==> src/rtl/adc_pkg.sv <==
// Shared types and sizing helpers for the ADC decimation stage.
package adc_pkg;

    typedef enum logic [0:0] {
        ST_IDLE  = 1'b0,
        ST_ACCUM = 1'b1
    } state_e;

    localparam int unsigned DROP_CNT_W = 8;

    // Sum of 2**decim_log2 words of resolution bits never exceeds resolution+decim_log2 bits.
    function automatic int unsigned acc_w(input int unsigned resolution,
                                          input int unsigned decim_log2);
        return resolution + decim_log2;
    endfunction

endpackage

==> src/rtl/sat_counter.sv <==
// Up-counter with synchronous clear that holds at all-ones instead of wrapping.
module sat_counter #(
    parameter int unsigned WIDTH = 8
) (
    input  logic             clk,
    input  logic             rst_n,
    input  logic             clear,
    input  logic             inc,
    output logic [WIDTH-1:0] count
);

    logic [WIDTH-1:0] count_q, count_d;

    always_comb begin
        count_d = count_q;
        if (clear) begin
            count_d = '0;
        end else if (inc && !(&count_q)) begin
            count_d = count_q + WIDTH'(1);
        end
    end

    always_ff @(posedge clk) begin
        if (!rst_n) begin
            count_q <= '0;
        end else begin
            count_q <= count_d;
        end
    end

    assign count = count_q;

endmodule

==> src/rtl/adc_decimator.sv <==
// Boxcar-averages 2**DECIM_LOG2 ADC samples per window and offers each mean on a
// valid/ready port; windows arriving while the port is stalled are dropped and counted.
module adc_decimator
    import adc_pkg::*;
#(
    parameter int unsigned RESOLUTION = 10,
    parameter int unsigned DECIM_LOG2 = 4
) (
    input  logic                  clk,
    input  logic                  rst_n,
    input  logic                  enable,
    input  logic [RESOLUTION-1:0] adc_in,
    input  logic                  adc_underflow,
    input  logic                  adc_overflow,
    output logic [RESOLUTION-1:0] sample_data,
    output logic                  sample_clip,
    output logic                  sample_valid,
    input  logic                  sample_ready,
    output logic [DROP_CNT_W-1:0] dropped_count,
    output logic                  busy
);

    localparam int unsigned ACC_W = acc_w(RESOLUTION, DECIM_LOG2);

    state_e                state_q, state_d;
    logic [ACC_W-1:0]      acc_q, acc_d;
    logic [ACC_W-1:0]      sum;
    logic [DECIM_LOG2-1:0] win_cnt_q, win_cnt_d;
    logic                  clip_acc_q, clip_acc_d;
    logic [RESOLUTION-1:0] data_q, data_d;
    logic                  clip_q, clip_d;
    logic                  valid_q, valid_d;
    logic                  flag;
    logic                  win_done;
    logic                  drop;

    assign flag = adc_underflow | adc_overflow;
    assign sum  = acc_q + ACC_W'(adc_in);

    always_comb begin
        state_d    = state_q;
        acc_d      = acc_q;
        win_cnt_d  = win_cnt_q;
        clip_acc_d = clip_acc_q;
        win_done   = 1'b0;
        unique case (state_q)
            ST_IDLE: begin
                if (enable) begin
                    state_d    = ST_ACCUM;
                    acc_d      = ACC_W'(adc_in);
                    win_cnt_d  = DECIM_LOG2'(1);
                    clip_acc_d = flag;
                end
            end
            ST_ACCUM: begin
                if (!enable) begin
                    state_d    = ST_IDLE;
                    acc_d      = '0;
                    win_cnt_d  = '0;
                    clip_acc_d = 1'b0;
                end else if (&win_cnt_q) begin
                    // Last sample of the window: restart from zero so the next one has no gap.
                    win_done   = 1'b1;
                    acc_d      = '0;
                    win_cnt_d  = '0;
                    clip_acc_d = 1'b0;
                end else begin
                    acc_d      = sum;
                    win_cnt_d  = win_cnt_q + DECIM_LOG2'(1);
                    clip_acc_d = clip_acc_q | flag;
                end
            end
            default: state_d = ST_IDLE;
        endcase
    end

    always_comb begin
        data_d  = data_q;
        clip_d  = clip_q;
        valid_d = valid_q;
        drop    = 1'b0;
        if (win_done) begin
            if (!valid_q || sample_ready) begin
                data_d  = RESOLUTION'(sum >> DECIM_LOG2);
                clip_d  = clip_acc_q | flag;
                valid_d = 1'b1;
            end else begin
                drop = 1'b1;
            end
        end else if (valid_q && sample_ready) begin
            valid_d = 1'b0;
        end
    end

    always_ff @(posedge clk) begin
        if (!rst_n) begin
            state_q    <= ST_IDLE;
            acc_q      <= '0;
            win_cnt_q  <= '0;
            clip_acc_q <= 1'b0;
            data_q     <= '0;
            clip_q     <= 1'b0;
            valid_q    <= 1'b0;
        end else begin
            state_q    <= state_d;
            acc_q      <= acc_d;
            win_cnt_q  <= win_cnt_d;
            clip_acc_q <= clip_acc_d;
            data_q     <= data_d;
            clip_q     <= clip_d;
            valid_q    <= valid_d;
        end
    end

    sat_counter #(
        .WIDTH(DROP_CNT_W)
    ) u_drop_cnt (
        .clk  (clk),
        .rst_n(rst_n),
        .clear(1'b0),
        .inc  (drop),
        .count(dropped_count)
    );

    assign sample_data  = data_q;
    assign sample_clip  = clip_q;
    assign sample_valid = valid_q;
    assign busy         = (state_q == ST_ACCUM);

endmodule
==> config.mk <==
export PLATFORM = sky130hd
export DESIGN_NAME = adc_decimator
export DESIGN_NICKNAME = d
export VERILOG_FILES = /design/src/rtl/adc_pkg.sv /design/src/rtl/sat_counter.sv /design/src/rtl/adc_decimator.sv
export SDC_FILE = /design/constraint.sdc
export NUM_CORES = 1
export LEC_CHECK = 0
export ABC_CLOCK_PERIOD_IN_PS = 2650
export BUFFER_PORTS_ARGS = -buffer_cell sky130_fd_sc_hd__buf_2
export CORE_UTILIZATION = 50
export CTS_BUF_LIST = sky130_fd_sc_hd__clkbuf_8
export DETAILED_ROUTE_END_ITERATION = 10
export GPL_TIMING_DRIVEN = 0
export MAX_ROUTING_LAYER = met4
export PLACE_DENSITY = 0.76
export SYNTH_ARGS = -nofsm -noshare
export SYNTH_HDL_FRONTEND = slang
export SYNTH_SLANG_ARGS = --single-unit
==> constraint.sdc <==
create_clock -name clk -period 2.65 [get_ports clk]
set_input_delay 0.1325 -clock clk [delete_from_list [all_inputs] [get_ports clk]]
set_output_delay 0.1325 -clock clk [all_outputs]
set_load 0.005 [all_outputs]
---- Yosys cells after proc, flatten, opt, wreduce, memory -nomap -nowiden ----
Index checks and enable logic that the tools add are counted.
word-level totals
  bits in registers ....................... 40
  bits of input ports ..................... 16
  output and inout bits ................... 21
  logic and storage cells ................. 47
operators by class
  $add $sub $neg .......................... 3
  equal/unequal tests ..................... 2
  multiplexer cells ....................... 21
  bitwise logic cells ..................... 3
  reductions and logical operators ........ 10
operators by type and width
  operator                                        number
  two-way mux 14 bit                              3
  case mux 14 bit (2 select lines)                1
  adder 14 x 10 -> 14 bit                         1
  two-way mux 1 bit                               12
  two-way mux 4 bit                               3
  adder 8 x 1 -> 8 bit (second input constant)    1
  case mux 4 bit (2 select lines)                 1
  AND reduction 8 bit                             1
  adder 4 x 1 -> 4 bit (second input constant)    1
  AND reduction 2 bit                             2
  AND reduction 4 bit                             1
  logical AND 1 bit                               2
  logical NOT 1 bit                               2
  != test 2 x 1 -> 1 bit (second input constant)  1
  != test 2 bit (second input constant)           1
  OR 1 bit                                        2
  case mux 1 bit (2 select lines)                 1
  nonzero test 2 bit                              1
  logical OR 1 bit                                1
  inverter 1 bit                                  1

---- Logic depth before layout (Yosys ltp) ----
Gate-level depths: netlist of the first run.
  depth in word-level cells ............... 6
  mapped depth ............................ 8

---- Cells and area by module ----
From an unflattened synthesis of the first run, not the netlist that was laid out.
unflattened totals
  cells, all modules ...................... 286
  area total of the unflattened synthesis .. 2448.6 µm²
by module, submodules not included
  module         instances  cells an instance  area an instance (µm²)  sequential area each (µm²)
  adc_decimator  1          239                2010.7                  640.6
  sat_counter    1          47                 437.9                   160.2

---- Least setup slack after synthesis of the first run ----
OpenSTA, ideal clock, no wires.
  kind .................................... register to register
  start ................................... register acc_q[0]
  end ..................................... register data_q[6], in the netlist sample_data[6]
  setup time .............................. 115 ps
  arrival time ............................ 1965 ps
  data required time ...................... 2535 ps
  slack ................................... 570 ps
  stages on the path, launching flop included .. 9
  clock period less this slack ............ 2080 ps
  cells stage by stage .................... dfxtp_1 -> ha_1 -> fa_1 -> a211oi_1 -> o21ai_1 -> a41oi_2 -> xnor2_1 -> o21ai_0 -> and2_1
on the way
  word-level cells in the longest chain between the ends .. 1
ends and longest elaborated chain
  item                     line                  source
  from (decl)              adc_decimator.sv:26   logic [ACC_W-1:0] acc_q, acc_d;
  from (signal assigned)   adc_decimator.sv:98   acc_q <= '0;
  from (signal assigned)   adc_decimator.sv:106  acc_q <= acc_d;
  adder 14 x 10 -> 14 bit  adc_decimator.sv:38   assign sum = acc_q + ACC_W'(adc_in);
  to (signal assigned)     adc_decimator.sv:109  data_q <= data_d;
  to (decl)                adc_decimator.sv:30   logic [RESOLUTION-1:0] data_q, data_d;
Every way passes these cells.
A chain may end at the register's enable or synchronous reset.

---- Worst setup path after layout of the first run ----
Ends and elaborated chain as after synthesis.

==> results of run 1 <==
-- logic make-up after synthesis --
group / count (synthesis)
compound gates: 79
xor+xnor: 15
fa+ha+maj: 13
buf+inv: 14
flops: 40
mux: 6
simple gates: 89
-- flip-flops by register name, indices dropped and copies added, names as in the netlist --
signal,flops
acc_q,14
sample_clip,1
win_cnt_q,4
busy,1
clip_acc_q,1
u_drop_cnt.count,8
sample_valid,1
sample_data,10
-- synthesized netlist by cell type (all sizes together) (2+ instances only) --
cell	n	area (um^2)
a211oi	3	22.52
a21boi	6	45.04
a21o	4	30.03
a21oi	14	70.07
a22oi	4	30.03
a41oi	2	25.03
and2	11	68.82
and3	5	32.53
buf	3	17.52
clkbuf	7	26.28
dfxtp	40	800.8
ha	12	150.1
inv	4	15.01
mux2i	5	50.05
nand2	27	101.4
nand3	12	65.06
nand4	4	25.02
nor2	13	48.80
nor2b	8	50.05
nor3	2	10.01
nor3b	3	22.52
o211a	7	70.07
o211ai	4	30.03
o21ai	17	85.08
o21bai	3	22.52
o22ai	5	31.28
o2bb2ai	2	17.52
xnor2	11	96.34
xor2	4	35.03
-- final timing paths --
path,cells past startpoint,endpoint,slack [ns],from
max,8,sample_data[6],0.28,acc_q[0]
min,3,acc_q[4],0.15,adc_in[4]
max reg2reg,8,sample_data[6],0.28,acc_q[0]
min reg2reg,2,sample_data[7],0.45,sample_data[7]
-- cell type report --
type / count / area, um^2
tap: 52 / 65.06
clock buffer: 7 / 96.34
buffer: 10 / 43.79
inverter: 4 / 15.01
clock inverter: 1 / 30.03
timing repair buffer: 35 / 175.2
fill: 398 / 1710
multi-input combinational: 202 / 1388
sequential: 40 / 800.8
-- worst register-to-register path, stage by stage (launching register included) --
cell	delay, ns
dfxtp_1	0.32
ha_1	0.23
fa_1	0.44
a211oi_1	0.38
o21ai_1	0.18
a41oi_2	0.34
xnor2_1	0.15
o21ai_0	0.08
and2_1	0.16
-- metrics by stage --
stage / utilization / total power (W) / hold slack (ns)
2_1_floorplan: - / 0.0007905 / 0.3019
3_3_place_gp: 0.5752 / 0.0008425 / 0.4369
3_5_place_dp: 0.5752 / 0.0008477 / 0.4403
4_1_cts: 0.6045 / 0.001392 / 0.1562
5_1_grt: 0.6045 / 0.001437 / 0.1855
6_report: 0.6045 / 0.001385 / 0.1511
-- power groups by stage --
| stage | clock network, W | logic [W] | registers, W |
|---|---|---|---|
| 2_1_floorplan | 0 | 0.000153 | 0.000637 |
| 3_3_place_gp | 0 | 0.000204 | 0.000639 |
| 3_5_place_dp | 0 | 0.000208 | 0.000639 |
| 4_1_cts | 0.000557 | 0.000209 | 0.000626 |
| 5_1_grt | 0.000579 | 0.000231 | 0.000628 |
| 6_report | 0.000549 | 0.000210 | 0.000626 |
-- layer usage --
metal  part of all wire  GRT usage
met5                  0          -
met4              0.020    0.08844
met3              0.055    0.04971
met2               0.47     0.3679
met1               0.45     0.2912
==> run_results.csv, run 1 <==
group,metric,value,unit
status,status,"finished, final reports clean",
synth,yosys.area_share.simple,0.2004,
pwr,internal_power,0.001034,W
synth,yosys_most_used_dff,"dfxtp_1",
pwr,leakagePower,1.183,nW
clock_network,post_cts_resized,0,
sta,rsz0062_at_grt,"no",
floorplanning,die_w,69.04,um
routing,drt_iter0_markers,92,
setup_path,critical_path.top_delay_family,"compound AO/OA/AOI/OAI gates",
routing,via_per_inst,5.803,
sta,setup_viol,0,
synth,synth_top_family_by_area,"compound AO/OA/AOI/OAI gates",
clock_network,hold_buffers,0,
synth,synth.area.mux_share,0.02728,
clock_network,root_buffer,"clkbuf_8",
min_path,hold_path.class,"in -> reg",
synth,syn-num-nets,285,
routing,num_vias,2037,
place,portBuffers,35,
global_routing,grt_use_total,0.2328,
clock_network,clkLatencyLatePin,0.30,ns
layout,design_area,2614,um^2
layout,drive_gt1_frac,0.1806,
sta,fin_crit_sh,0.8954,
setup_path,worst-path-buf-inv,0,
place,post-place-ws,0.3218,ns
clock_network,cts-htree-levels,2,
pwr,peakVddDrop,0.0003737,V
clock_network,numCtsBuffers,5,
synth,yosysWarnings,0,
routing,drtPass1Iterations,4,
setup_path,cp-end-kind,"register",
sta,worstMarginPinSlew,0.5906,ns
clock_network,cts_tree,"done",
layout,diodes,0,
sta,skew,0.007423,ns
synth,ys_types,48,
pwr,powerDensity,529.8,nW/um^2
setup_path,slowest_stage,"fa_1",
place,dp_hpwl,3878,um
synth,seq_area_frac_synth,0.3563,
routing,ant_nets,0,
global_routing,grt_pass1_vias,1838,
layout,synthToLayoutAreaGrowth,16.31,%
clock_network,clockBufferDepth,2,
synth,async_flop_share,0,
setup_path,worst_ep_arrival_time,2.56,ns
synth,synth-compound-area-share,0.2556,
synth,synth_xor_area_frac,0.05846,
synth,avgSynthCellArea,8.778,um^2
clock_network,cts_sinks,40,
clock_network,post_cts_buffers,0,
sta,setup_ws,0.2771,ns
global_routing,grt_pass1_wl,8562,um
sta,fin_crit,2.373,ns
layout,final_common_cell,"dfxtp_1",
synth,synthesis.instances,256,
pwr,switching_share,0.2534,
global_routing,antenna_found_initial,0,
sta,finalHoldViolCount,0,
setup_path,max_stage_delay,0.44,ns
run,drv_cap,0,
sta,finalSetupTns,0,ns
setup_path,worstPathCellList,"ha_1 -> fa_1 -> a211oi_1 -> o21ai_1 -> a41oi_2 -> xnor2_1 -> o21ai_0 -> and2_1",
clock_network,clk_pin_slew_worst_paths,0.08,ns
floorplanning,dieHeight,69.04,um
global_routing,grt_max_degree,13,
routing,routed_wl,5286,um
setup_path,critPathKind,"reg -> reg",
floorplanning,start_util,0.5197,
setup_path,cp_max_fo,5,
floorplanning,rows,24,
pwr,pwr-share-seq,0.452,
setup_path,required,2.84,ns
pwr,p_switching,0.0003509,W
synth,syn_area,2247,um^2
pwr,clkPwrFrac,0.396,
sta,drv_slew,0,
layout,nets,327,
floorplanning,coreArea,4324,um^2
synth,synth_adder_area_share,0.07572,
routing,drc,0,
layout,fin_cells,351,
layout,layout_common_cells,"dfxtp_1, buf_2, nand2_1",
synth,synth-edff-count,0,
place,place.gp.congestion,0.8564,
sta,clock.fmax,421.4,MHz
global_routing,grt_overflow,0,
floorplanning,fp.dieArea,4767,um^2
sta,max-slew-margin-rel,0.6048,
place,placed_area,2487,um^2
synth,ys_ff_latch,40,
floorplanning,ios,37,
routing,wl_per_cell,15.06,um
pwr,p_comb_frac,0.152,
setup_path,start_kind,"register",
place,dp_cells,343,
(Power assumes the default switching activity.)
==> inputs of run 2 (changes only) <==
GPL_TIMING_DRIVEN = not set   (was 0)
SETUP_SLACK_MARGIN = 0.4   (was not set)
==> run 2 against run 1 <==
- first-iteration DRC count is 71% higher
- cell area rose by 0.38%
- global-route usage fell by 0.42 points
- via count shrank 2.4%
- highest routed layer unchanged
==> run_results.csv, run 2 (synthesis results as in run 1) <==
group,metric,value,unit
sta,max-slew-margin-rel,0.5814,
setup_path,critPathKind,"reg -> reg",
setup_path,max_stage_delay,0.45,ns
routing,routed_wl,5134,um
sta,worstMarginPinSlew,0.6256,ns
routing,num_vias,1989,
floorplanning,dieHeight,69.04,um
layout,largest-register,"acc_q",
setup_path,start_kind,"register",
floorplanning,coreArea,4324,um^2
setup_path,worst_ep_arrival_time,2.35,ns
setup_path,cp_max_fo,5,
setup_path,cp-end-kind,"register",
pwr,switching_share,0.2649,
routing,top_layer,"met4",
layout,largest_register_ffs,14,
place,dp_hpwl,3635,um
setup_path,required,2.85,ns
clock_network,clk_pin_slew_worst_paths,0.08,ns
setup_path,worst-path-buf-inv,0,
setup_path,slowest_stage,"fa_2",
layout,drive_gt1_frac,0.2102,
pwr,peakVddDrop,0.0002889,V
pwr,pwr-share-seq,0.466,
layout,nets,323,
pwr,p_switching,0.0003550,W
routing,ant_nets,0,
floorplanning,rows,24,
place,place.gp.congestion,0.8735,
sta,rsz0062_at_grt,"no",
sta,hold_slack,0.1452,ns
clock_network,cts_tree,"done",
place,portBuffers,36,
pwr,leakagePower,1.180,nW
clock_network,clockBufferDepth,2,
setup_path,worstPathCellList,"ha_2 -> fa_2 -> a211oi_4 -> o21ai_2 -> a41oi_2 -> xnor2_1 -> o21ai_0 -> and2_1",
sta,finalSetupTns,0,ns
clock_network,cts-htree-levels,2,
layout,synthToLayoutAreaGrowth,16.76,%
global_routing,grt_max_degree,44,
sta,fin_crit,2.147,ns
clock_network,clkLatencyLatePin,0.30,ns
sta,clock.fmax,465.8,MHz
global_routing,grt_pass1_wl,8604,um
clock_network,numCtsBuffers,5,
routing,drt_iter0_markers,157,
routing,drtPass1Iterations,4,
status,status,"finished, final reports clean",
clock_network,root_buffer,"clkbuf_8",
sta,setup_viol,0,
sta,fin_crit_sh,0.8101,
routing,via_per_inst,5.732,
global_routing,grt_overflow,0,
floorplanning,ios,37,
pwr,p_comb_frac,0.162,
run,drv_cap,0,
setup_path,critical_path.top_delay_family,"compound AO/OA/AOI/OAI gates",
layout,layout_common_cells,"dfxtp_1, buf_2, nand2_1",
global_routing,antenna_found_initial,0,
pwr,clkPwrFrac,0.372,
pwr,internal_power,0.0009852,W
sta,finalHoldViolCount,0,
sta,drv_slew,0,
floorplanning,start_util,0.5197,
min_path,hold_path.class,"in -> reg",
routing,drc,0,
global_routing,grt_pass1_vias,1865,
routing,wl_met3,208,um
floorplanning,fp.dieArea,4767,um^2
pwr,powerDensity,510.8,nW/um^2
routing,m1WireLength,2432,um
global_routing,grt_use_total,0.2286,
clock_network,hold_buffers,0,
routing,dr_wl_met2,2413,um
floorplanning,die_w,69.04,um
layout,final_common_cell,"dfxtp_1",
layout,diodes,0,
routing,wl_per_cell,14.80,um
clock_network,cts_sinks,40,
sta,skew,0.006132,ns
[run 2: cell count changes in the layout (fill, tap and decap cells not counted), moves of 2 or more]
cell      previous run  this run
a211oi_1             3         1
buf_4                1         5
clkbuf_8             7         5
clkbuf_1             7         0
[run 2: layout make-up]
cell class | instances | area (um^2)
well taps | 52 | 65.06
clock buffers | 5 | 68.82
clock inverters | 3 | 42.54
fillers | 416 | 1700
repair buffers | 41 | 217.7
flip-flops and latches | 40 | 800.8
inverters | 4 | 15.01
multi-input cells | 202 | 1414
[run 2: final timing paths]
path	startpoint	endpoint	slack (ns)	cells past startpoint
worst max-delay path	acc_q[0]	sample_data[6]	0.50	8
worst min-delay path	adc_in[4]	acc_q[4]	0.15	3
worst max register to register	acc_q[0]	sample_data[6]	0.50	8
worst min register to register	sample_data[7]	sample_data[7]	0.45	2
[run 2: what timing repair did]
item | CTS | global route
buffers inserted | 0 | 1
gates resized for setup | 1 | 6
pin swaps | 0 | 3
endpoints found under the setup margin | 1 | 8
[run 2: power by group through the flow]
| stage | logic [W] | registers [W] | clock network (W) |
|---|---|---|---|
| after floorplan | 0.000153 | 0.000637 | 0 |
| after global placement | 0.000200 | 0.000638 | 0 |
| after detailed placement | 0.000204 | 0.000639 | 0 |
| final | 0.000218 | 0.000625 | 0.000498 |
| after CTS | 0.000207 | 0.000625 | 0.000508 |
| after global routing | 0.000241 | 0.000627 | 0.000538 |
[run 2: per-layer routing]
metal,global-route usage,vias to the layer above
met3,0.04971,9
met4,0.07483,0
li1,-,1009
met2,0.3635,44
met1,0.2882,927
met5,-,-
[run 2: per-stage QoR]
stage	instances	total power [W]	setup slack [ns]	instance area (um^2)	util
2_1_floorplan	256	0.0007905	0.5697	2247	-
3_3_place_gp	338	0.0008384	0.4337	2479	0.5732
3_5_place_dp	338	0.0008428	0.3692	2479	0.5732
4_1_cts	346	0.001340	0.4335	2595	0.6001
5_1_grt	347	0.001405	0.4177	2624	0.6068
6_report	347	0.001340	0.5031	2624	0.6068
[run 2: worst register-to-register path: stages (launching register included)]
cell	delay (ns)
dfxtp_1	0.32
ha_2	0.20
fa_2	0.45
a211oi_4	0.25
o21ai_2	0.10
a41oi_2	0.33
xnor2_1	0.17
o21ai_0	0.08
and2_1	0.15
==> inputs of run 3 (changes only) <==
ABC_CLOCK_PERIOD_IN_PS = 2100   (was 2650)
clock period = 2.1 ns   (was 2.65 ns; I/O delays follow)
==> run 3 against run 2 <==
- worst hold slack got worse by 0.072 ns
- fmax rose by 3.4%
- register-to-register slack got worse by 0.48 ns
- combinational power rose by 87%
- global-route usage rose by 1.3 points
- setup slack got worse by 0.48 ns
- sequential share of layout area fell by 4.3 points
- clock-buffer cell count rose by 1
- routed wire length rose by 19%
- clock skew rose by 0.0059 ns
- critical path type unchanged
- largest cell class unchanged
- largest power group unchanged
- highest routed layer unchanged
==> run_results.csv, run 3 (synthesis results as in run 1) <==
group,metric,value,unit
status,status,"finished, final reports clean",
clock_network,cts_tree,"done",
sta,setup_viol,0,
clock_network,hold_buffers,0,
floorplanning,fp.dieArea,4767,um^2
sta,fin_crit_sh,0.9888,
routing,num_vias,2202,
layout,final_common_cell,"buf_2",
layout,design_area,3126,um^2
sta,hold_slack,0.07274,ns
setup_path,cp_max_fo,5,
place,dp_hpwl,3645,um
floorplanning,die_w,69.04,um
floorplanning,coreArea,4324,um^2
global_routing,grt_overflow,0,
global_routing,grt_pass1_wl,9101,um
layout,largest-register,"acc_q",
global_routing,grt_pass1_vias,2018,
sta,max-slew-margin-rel,0.5611,
place,portBuffers,36,
layout,nets,350,
clock_network,root_buffer,"clkbuf_8",
place,placed_area,2556,um^2
floorplanning,rows,24,
run,drv_cap,0,
setup_path,start_kind,"register",
pwr,powerDensity,600.2,nW/um^2
routing,drc,0,
sta,clock.fmax,481.6,MHz
layout,nFillCells,315,
place,dp_cells,341,
layout,fin_cells,374,
layout,register_area,818.3,um^2
global_routing,grt_max_degree,41,
setup_path,required,2.30,ns
layout,drive_gt1_frac,0.4006,
layout,synthToLayoutAreaGrowth,39.09,%
sta,drv_slew,0,
place,post-place-ws,0.04257,ns
setup_path,worst_ep_arrival_time,2.27,ns
clock_network,cts-htree-levels,2,
clock_network,numCtsBuffers,5,
sta,fin_crit,2.076,ns
global_routing,antenna_found_initial,0,
setup_path,worstPathCellList,"ha_4 -> fa_2 -> a211oi_4 -> o21ai_2 -> a41oi_4 -> xnor2_1 -> o21ai_1 -> and2_1",
layout,largest_register_ffs,14,
setup_path,max_stage_delay,0.37,ns
clock_network,clockBufferDepth,2,
setup_path,slowest_stage,"fa_2",
sta,skew,0.01200,ns
min_path,hold_path.class,"in -> reg",
layout,layout_common_cells,"buf_2, dfxtp_1, buf_4",
routing,routed_wl,6087,um
sta,worstMarginPinSlew,0.6559,ns
global_routing,grt_use_total,0.2413,
clock_network,clkLatencyLatePin,0.30,ns
place,place.gp.congestion,0.8482,
sta,rsz0062_at_grt,"yes",
setup_path,ff2ff_setup_slack,0.02,ns
setup_path,r2r-start,"acc_q[0]",
setup_path,cp-startpoint,"acc_q[0]",
routing,wl_per_cell,16.28,um
routing,drt_iter0_markers,123,
sta,finalHoldViolCount,0,
layout,multi_input_area,1667,um^2
clock_network,clk_pin_slew_worst_paths,0.09,ns
layout,final_core_util,0.7228,
sta,setup_ws,0.02355,ns
clock_network,cts_sinks,40,
pwr,peakVddDrop,0.0004584,V
routing,ant_nets,0,
pwr,leakagePower,1.363,nW
floorplanning,ios,37,
routing,drtPass1Iterations,4,
setup_path,cp-end-kind,"register",
routing,via_per_inst,5.888,
floorplanning,dieHeight,69.04,um
layout,diodes,0,
min_path,min_from,"rst_n",
setup_path,critPathKind,"reg -> reg",
floorplanning,start_util,0.5197,
run 3: area by class of cell:
class	instances	area share
multi-input combinational	202	0.5332
sequential	40	0.2618
timing repair buffer	68	0.1405
clock buffer	6	0.02642
tap	52	0.02082
clock inverter	2	0.01241
inverter	4	0.004804
run 3: critical path: cells and delay by family (launching register included):
| family | cells | cell delay [ns] |
|---|---|---|
| xor gates and xnor gates | 1 | 0.15 |
| adders and majority gates | 2 | 0.53 |
| AOI/OAI and AO/OA | 4 | 0.80 |
| DFF | 1 | 0.34 |
| and+or+nand+nor | 1 | 0.16 |
run 3: timing repair:
item | in CTS | in global routing
gates resized for setup | 16 | 44
pin swaps | 15 | 29
setup endpoints to repair | 27 | 29
setup buffers | 14 | 11
run 3: metal layers:
layer,global-route usage,wire length [um],vias to the layer above,part of all wire
li1,-,-,1071,-
met1,0.2845,2563,1052,0.42
met2,0.4099,3146,67,0.52
met3,0.04678,243,12,0.040
met4,0.08163,135,0,0.022
met5,-,0,-,0
run 3: power by group:
part | switching (W) | internal (W)
Combinational | 0.000210 | 0.000197
Clock | 0.000288 | 0.000389
Sequential | 0.0000160 | 0.000776
run 3: path summary, 6_finish.rpt:
path | end | cells after the start
worst max-delay path | sample_data[6] | 8
worst min-delay path | sample_clip | 2
worst max register to register | sample_data[6] | 8
worst min register to register | sample_data[7] | 2
run 3: through the flow:
step	power, W	setup TNS [ns]
3_5_place_dp	0.001074	0
6_report	0.001876	0
3_3_place_gp	0.001070	0
5_1_grt	0.001944	-0.1007
2_1_floorplan	0.001003	0
4_1_cts	0.001791	0
